**src/rtl/implication_monitor.sv**
```systemverilog
// -----------------------------------------------------------------------------
// implication_monitor
//
// Hardware run-time checker for the property  ANTE |-> ##DELAY CONS.
// Every accepted antecedent becomes an independent obligation that travels
// down a DELAY-deep shift register; when it reaches the tail it is checked
// against CONS and recorded as a pass or a failure.
//
// Parameters:
//   DELAY      cycles between antecedent and required consequent (1..16)
//   CNT_WIDTH  width of the saturating pass/fail counters
//
// Ports:
//   CLK         clock, all state updates on posedge
//   ASYNCRESET  asynchronous active-high reset, clears everything
//   EN          antecedent sampling enable
//   ANTE        antecedent (upstream stage input)
//   CONS        consequent (upstream stage output)
//   CLR         synchronous clear of counters, sticky flag and pipeline
//   FAIL        registered one-cycle pulse per failed obligation
//   FAILED      sticky failure flag
//   PENDING     at least one obligation outstanding (combinational)
//   PASS_COUNT  saturating count of discharged obligations
//   FAIL_COUNT  saturating count of failed obligations
// -----------------------------------------------------------------------------
module implication_monitor #(
    parameter int DELAY     = 1,
    parameter int CNT_WIDTH = 8
) (
    input  logic                 CLK,
    input  logic                 ASYNCRESET,
    input  logic                 EN,
    input  logic                 ANTE,
    input  logic                 CONS,
    input  logic                 CLR,
    output logic                 FAIL,
    output logic                 FAILED,
    output logic                 PENDING,
    output logic [CNT_WIDTH-1:0] PASS_COUNT,
    output logic [CNT_WIDTH-1:0] FAIL_COUNT
);

    generate
        if (DELAY < 1 || DELAY > 16) begin : g_bad_delay
            $error("implication_monitor: DELAY must be in 1..16");
        end
    endgenerate

    localparam logic [CNT_WIDTH-1:0] CNT_MAX = {CNT_WIDTH{1'b1}};
    localparam logic [CNT_WIDTH-1:0] CNT_ONE = CNT_WIDTH'(1);

    logic [DELAY-1:0]     sr_q,          sr_d;
    logic                 fail_q,        fail_d;
    logic                 failed_q,      failed_d;
    logic [CNT_WIDTH-1:0] pass_count_q,  pass_count_d;
    logic [CNT_WIDTH-1:0] fail_count_q,  fail_count_d;

    logic tail_s;
    logic chk_pass_s;
    logic chk_fail_s;

    // Obligation due this cycle and its verdict against CONS.
    always_comb begin
        tail_s     = sr_q[DELAY-1];
        chk_pass_s = tail_s & CONS;
        chk_fail_s = tail_s & ~CONS;
    end

    // Next-state: pipeline shift, verdict bookkeeping, CLR override.
    always_comb begin
        sr_d         = {DELAY{1'b0}};
        fail_d       = 1'b0;
        failed_d     = failed_q;
        pass_count_d = pass_count_q;
        fail_count_d = fail_count_q;

        if (CLR) begin
            // Discards the check due now and does not capture ANTE.
            sr_d         = {DELAY{1'b0}};
            fail_d       = 1'b0;
            failed_d     = 1'b0;
            pass_count_d = {CNT_WIDTH{1'b0}};
            fail_count_d = {CNT_WIDTH{1'b0}};
        end else begin
            // The pipeline shifts every cycle; EN only gates new entries.
            sr_d[0] = EN & ANTE;
            for (int k = 1; k < DELAY; k++) begin
                sr_d[k] = sr_q[k-1];
            end

            fail_d = chk_fail_s;

            if (chk_fail_s) begin
                failed_d = 1'b1;
            end else begin
                failed_d = failed_q;
            end

            if (chk_pass_s && (pass_count_q != CNT_MAX)) begin
                pass_count_d = pass_count_q + CNT_ONE;
            end else begin
                pass_count_d = pass_count_q;
            end

            if (chk_fail_s && (fail_count_q != CNT_MAX)) begin
                fail_count_d = fail_count_q + CNT_ONE;
            end else begin
                fail_count_d = fail_count_q;
            end
        end
    end

    // State registers with asynchronous reset; outstanding obligations are dropped.
    always_ff @(posedge CLK or posedge ASYNCRESET) begin
        if (ASYNCRESET) begin
            sr_q         <= {DELAY{1'b0}};
            fail_q       <= 1'b0;
            failed_q     <= 1'b0;
            pass_count_q <= {CNT_WIDTH{1'b0}};
            fail_count_q <= {CNT_WIDTH{1'b0}};
        end else begin
            sr_q         <= sr_d;
            fail_q       <= fail_d;
            failed_q     <= failed_d;
            pass_count_q <= pass_count_d;
            fail_count_q <= fail_count_d;
        end
    end

    // Output mapping; PENDING is deliberately combinational over the pipeline.
    always_comb begin
        FAIL       = fail_q;
        FAILED     = failed_q;
        PENDING    = |sr_q;
        PASS_COUNT = pass_count_q;
        FAIL_COUNT = fail_count_q;
    end

endmodule

```
**config.mk**
```make
export PLATFORM = sky130hd
export DESIGN_NAME = implication_monitor
export DESIGN_NICKNAME = d
export VERILOG_FILES = /design/src/rtl/implication_monitor.sv
export SDC_FILE = /design/constraint.sdc
export NUM_CORES = 1
export LEC_CHECK = 0
export ABC_AREA = 1
export BUFFER_PORTS_ARGS = -buffer_cell sky130_fd_sc_hd__buf_2
export CORE_MARGIN = 2
export CORE_UTILIZATION = 52
export DETAILED_ROUTE_END_ITERATION = 10
export GPL_ROUTABILITY_DRIVEN = 1
export PLACE_DENSITY = 0.83
export SYNTH_ARGS = -nofsm -noshare
export SYNTH_HDL_FRONTEND = slang
export SYNTH_SLANG_ARGS = --single-unit
```
**constraint.sdc**
```tcl
create_clock -name CLK -period 1.72 [get_ports CLK]
set_input_delay 0.344 -clock CLK [delete_from_list [all_inputs] [get_ports CLK]]
set_output_delay 0.344 -clock CLK [all_outputs]
set_load 0.05 [all_outputs]
```
======== Word level (Yosys, flattened, before mapping) ========
Cells that the tools add are included.
word-level totals
  logic and storage cells ................. 26
  bits of input ports ..................... 6
  output and inout bits ................... 19
  register bits ........................... 19
operators by class
  equality and inequality tests ........... 2
  reduce and logical (&&, ||, !) cells .... 5
  bitwise gates (word level) .............. 4
  add/subtract/negate cells ............... 2
  mux-type cells .......................... 8
operators by type and width
  kind                                           count
  2-to-1 mux 8 bit                               4
  adder 8 x 1 -> 8 bit (second input constant)   2
  inequality test 8 bit (second input constant)  2
  nonzero test 2 bit                             3
  2-to-1 mux 1 bit                               4
  AND 1 bit                                      3
  logical AND 1 bit                              2
  inverter 1 bit                                 1

======== Logic depth before layout (Yosys ltp) ========
  word-level depth ........................ 5
  depth in mapped cells ................... 9
  mapped depth without buffers ............ 9

======== Worst setup path after synthesis ========
OpenSTA, ideal clock, no wires.
  path kind ............................... register to register
  start ................................... reg fail_count_q[1], in the netlist FAIL_COUNT[1]
  end ..................................... reg fail_count_q[3], in the netlist FAIL_COUNT[3]
  arrival time ............................ 1.540 ns
  buffers on the path ..................... 0
  required time ........................... 1.654 ns
  setup slack ............................. 0.113 ns
  stages on the path, launching flop included .. 10
  library setup time ...................... 0.066 ns
  clock period less this slack ............ 1.607 ns
  cell sequence ........................... dfrtp_1 -> ha_1 -> nand2_2 -> nor2_4 -> nand2_2 -> nand2_2 -> nand2_4 -> clkinv_4 -> nand2_1 -> nand2_1
on the way
  longest elaborated chain between the ends .. 3
  elaborated cells on any way between the ends .. 6
  those cells by class .................... 1 x add/sub; 1 x eq/ne; 2 x mux; 2 x reduce/logical
ends and longest elaborated chain
  element                                                               RTL line  text
  start: declaration                                                    56        logic [CNT_WIDTH-1:0] fail_count_q, fail_count_d;
  start signal: assignment                                              120       fail_count_q <= {CNT_WIDTH{1'b0}};
  start signal: assignment                                              126       fail_count_q <= fail_count_d;
  adder 8 x 1 -> 8 bit / inequality test 8 bit (equally long branches)  106, 105
  2-to-1 mux 8 bit / logical AND 1 bit (equally long branches)          105       if (chk_fail_s && (fail_count_q != CNT_MAX)) begin
  2-to-1 mux 8 bit / nonzero test 2 bit (equally long branches)         --
Several ways; a longest one is shown, not always the timed one. The select of a mux whose other input is x is not followed.
A chain may end at the register's enable or synchronous reset.

======== Worst setup path after layout ========
  start ................................... reg pass_count_q[2], in the netlist PASS_COUNT[2]
  end ..................................... out PASS_COUNT[2]
RTL lines
  element                   RTL line  text
  start: declaration        55        logic [CNT_WIDTH-1:0] pass_count_q, pass_count_d;
  start signal: assignment  119       pass_count_q <= {CNT_WIDTH{1'b0}};
  start signal: assignment  125       pass_count_q <= pass_count_d;
  end: declaration          39        output logic [CNT_WIDTH-1:0] PASS_COUNT,
No word-level cell between the ends.

==> results by group <==
Placed design
  • Dpl cell area: 0.001252 mm²
  • Pre-CTS setup slack: 0.2917 ns
  • IO buf count: 24
  • Final weighted congestion in routability-driven placement: 0.8406
  • Detail Placement HPWL: 1765 µm

Critical path
  • Worst endpoint required time: 1.38 ns
  • Startpoint of the worst-slack reg-to-reg timing path: PASS_COUNT[0]
  • Startpoint of the worst setup timing path: PASS_COUNT[2]
  • CP arrival: 1.09 ns
  • Kind of end point of the critical path: output pin
  • Type of element launching the critical path: flop
  • Endpoint of the most critical setup path: PASS_COUNT[2]
  • Setup slack, reg-to-reg: 0.29 ns
  • Depth of the worst register-to-register path: 7
  • Critical path's slowest cell: sky130_fd_sc_hd__dfrtp_1
  • Critical path fanouts, max: 6
  • Peak per-stage delay on the critical path: 0.48 ns
  • Critical path type: flop to output pin
  • Series of cell instances along the critical path: buf_2
  • Delay-heaviest family, CP: flip-flops
  • Number of logic stages on the critical path including buffering: 1
  • Count of buffering cells on the critical path with inverters included: 1
  • R2r endpoint: PASS_COUNT[4]

Clock tree
  • Root buffer cell: sky130_fd_sc_hd__clkbuf_4
  • Total clock sinks: 19
  • H-tree levels: 1
  • Count of buffers added by post-CTS timing repair for setup: 0
  • Clk Latency, worst-skew pair: 0.30 ns
  • CTS tree: done
  • Count of hold buffers inserted by post-cts repair: 0
  • Number of CTS-inserted buffers: 3
  • Clock-pin slew on the worst setup and hold paths: 0.10 ns
  • Max Buffers Root-to-Sink: 2
  • # resized after CTS: 0

Routing
  • Uppermost metal layer occupied by signal nets: met4
  • Remaining design rule violation count: 0
  • Via count: 1,001
  • Total length of routed met3 wires: 75 µm
  • Routed via count divided by cell count: 5.056
  • DRT met1 WL: 1049 µm
  • 1st-iter DRT viols: 18
  • Drt total wl: 2341 µm
  • Average wire length per cell after detail routing: 11.82 µm
  • Remaining antenna violation count: 0
  • Met2 WL: 1185 µm
  • Initial DRT Pass Iterations: 4

STA
  • Time the final worst path needs with I/O delays and setup: 1.433 ns
  • Slew Limit Fails: 0
  • Number of hold violations in the final report: 0
  • Max_slew headroom: 0.7260
  • Max Clock Skew: 0.004232 ns
  • Setup repair after global routing missed its margin: false
  • Crit path setup slack, layout: 0.2869 ns
  • Number of setup violations in the final report: 0
  • Final total negative setup slack: 0 ns
  • Fraction of the cycle the final worst path needs: 0.8332
  • Highest Clock Rate: 697.8 MHz
  • Worst slew pin tran: 0.4105 ns

Global routing
  • Aggregate global routing overflow: 0
  • First-pass GRT wire length: 3953 µm
  • Via count of the first global-routing pass: 934
  • Number of antenna violations at the first check in global routing: 0
  • GRT Resource Usage Total: 0.2087
  • Pin count of the biggest net entering global routing: 20

Yosys
  • Synthesized-area fraction occupied by adder cells: 0.02268
  • Net Count, Synth: 152
  • Share of synthesized area spent on multiplexers: 0
  • Combinational family with the most area after synthesis: simple AND/OR/NAND/NOR gates
  • Dominant synthesized flop cell: sky130_fd_sc_hd__dfrtp_1
  • Share of the synthesized area in compound gates (AO/OA/AOI/OAI): 0.08390
  • Yosys cell types: 23
  • Post-synthesis sequential area ratio: 0.4308
  • Mean Syn Cell Area: 7.664 µm²
  • Synth Register Bits: 19
  • Post-synthesis instance total: 144
  • Area fraction of the dominant cell type after synthesis: 0.4308
  • Synthesized-area fraction occupied by and/or/nand/nor cells: 0.3798
  • Number of enable-type register cells in the synthesized netlist: 0
  • Yosys Warn Count: 0
  • Post-synth top area cell: sky130_fd_sc_hd__dfrtp_1
  • Most repeated cell in the gate-level netlist after synthesis: sky130_fd_sc_hd__nand2_1
  • Xor/xnor cell area share of the yosys netlist: 0.01587
  • Largest cells by area after synthesis: sky130_fd_sc_hd__dfrtp_1, sky130_fd_sc_hd__nand2_1, sky130_fd_sc_hd__nand3_1
  • Leading post-synthesis cells by instance count: sky130_fd_sc_hd__nand2_1, sky130_fd_sc_hd__dfrtp_1, sky130_fd_sc_hd__nand3_1
  • Area of the mapped netlist: 0.001104 mm²
  • Post-synthesis async set-or-reset flop share: 1.000

Die
  • Top-Level Pins: 25
  • Die Y-Extent: 50.07 µm
  • Number of standard-cell rows in the floorplan: 16
  • Full die area: 0.002507 mm²
  • Die Wd: 50.07 µm
  • Core region area: 0.001982 mm²
  • Initial Utilization: 0.5568

Power and ir drop
  • Post-route total power: 0.7514 mW
  • Leakage: 0.6926 nW
  • Total power per unit cell area: 587.6 mW/mm²
  • IR drop worst, VDD: 533.8 µV

Final layout
  • Synthesis-to-finish area growth: 15.87%
  • Final net count: 180
  • Core occupancy in the finished layout: 0.6452
  • Layout cells sized above 1: 0.2515
  • Number of diodes: 0
  • Final Cell Area: 0.001279 mm²

Run
  • Max capacitance violation total: 0

Status
  • Result of the run: completed

Hold path
  • Min-delay worst type: input pin to async pin
cells in the final DEF, fill, tap and decap left out:
cell and count:
sky130_fd_sc_hd__nand2_4 1, sky130_fd_sc_hd__nor2_1 15, sky130_fd_sc_hd__inv_1 14, sky130_fd_sc_hd__a21oi_2 2
sky130_fd_sc_hd__a21oi_1 6, sky130_fd_sc_hd__xor2_1 2, sky130_fd_sc_hd__buf_2 24, sky130_fd_sc_hd__nand2_1 42
sky130_fd_sc_hd__buf_4 1, sky130_fd_sc_hd__o21bai_1 3, sky130_fd_sc_hd__clkinv_4 1, sky130_fd_sc_hd__o21a_1 1
sky130_fd_sc_hd__clkbuf_4 3, sky130_fd_sc_hd__o21ai_0 1, sky130_fd_sc_hd__or2_2 1, sky130_fd_sc_hd__clkbuf_1 1
sky130_fd_sc_hd__ha_1 2, sky130_fd_sc_hd__dfrtp_1 19, sky130_fd_sc_hd__nand4_1 2, sky130_fd_sc_hd__nor2_4 4
sky130_fd_sc_hd__nor2_2 1, sky130_fd_sc_hd__nand2_2 5, sky130_fd_sc_hd__nand3_1 17, sky130_fd_sc_hd__o21ai_1 2
sky130_fd_sc_hd__nand3b_1 1
power by group:
group / leakage (nW) / switching (mW) / total [mW] / internal [mW]
combinational: 0.413 / 0.0527 / 0.0712 / 0.0185
clock: 0.0150 / 0.136 / 0.226 / 0.0905
sequential: 0.264 / 0.00362 / 0.454 / 0.450
total: 0.693 / 0.192 / 0.751 / 0.559
cell type report:
| type | count | area, µm² |
|---|---|---|
| repair buffers | 25 | 127.6 |
| clock buffers | 4 | 26.28 |
| fillers | 165 | 703.2 |
| flip-flops and latches | 19 | 475.5 |
| well taps | 27 | 33.78 |
| inverters | 15 | 61.31 |
| multi-input cells | 108 | 554.3 |
worst min-delay path by stage:
stage | cells after the start | endpoint | slack (ns) | from
after CTS | 3 | PASS_COUNT[2] | 0.04 | ASYNCRESET
after detailed placement | 3 | PASS_COUNT[2] | 0.38 | ASYNCRESET
after floorplan | 1 | FAIL | 0.30 | ASYNCRESET
after global routing | 3 | PASS_COUNT[2] | 0.08 | ASYNCRESET
after global placement | 3 | PASS_COUNT[1] | 0.37 | ASYNCRESET
final | 3 | FAILED | 0.05 | ASYNCRESET
per-stage QoR:
stage	instances	hold slack, ns
floorplan	144	0.2951
global placement	194	0.3733
detailed placement	194	0.3813
CTS	198	0.04424
global route	198	0.08267
finish	198	0.04606
cell families after synthesis:
group | after synthesis
AOI/OAI and AO/OA | 15
adders and majority gates | 2
and+or+nand+nor | 89
xor gates and xnor gates | 2
DFF | 19
buffers and inverters | 17
metal layers:
layer  vias to the layer above  GRT usage
li1                        516          -
met1                       462     0.2432
met2                        19     0.3618
met3                         4    0.03939
met4                         0     0.1019
met5                         -          0
sequential cells by signal, indices dropped and copies added (netlist names):
name and cells:
FAIL_COUNT 8, PASS_COUNT 8, FAIL 1, FAILED 1
PENDING 1
(Power assumes the default switching activity.)
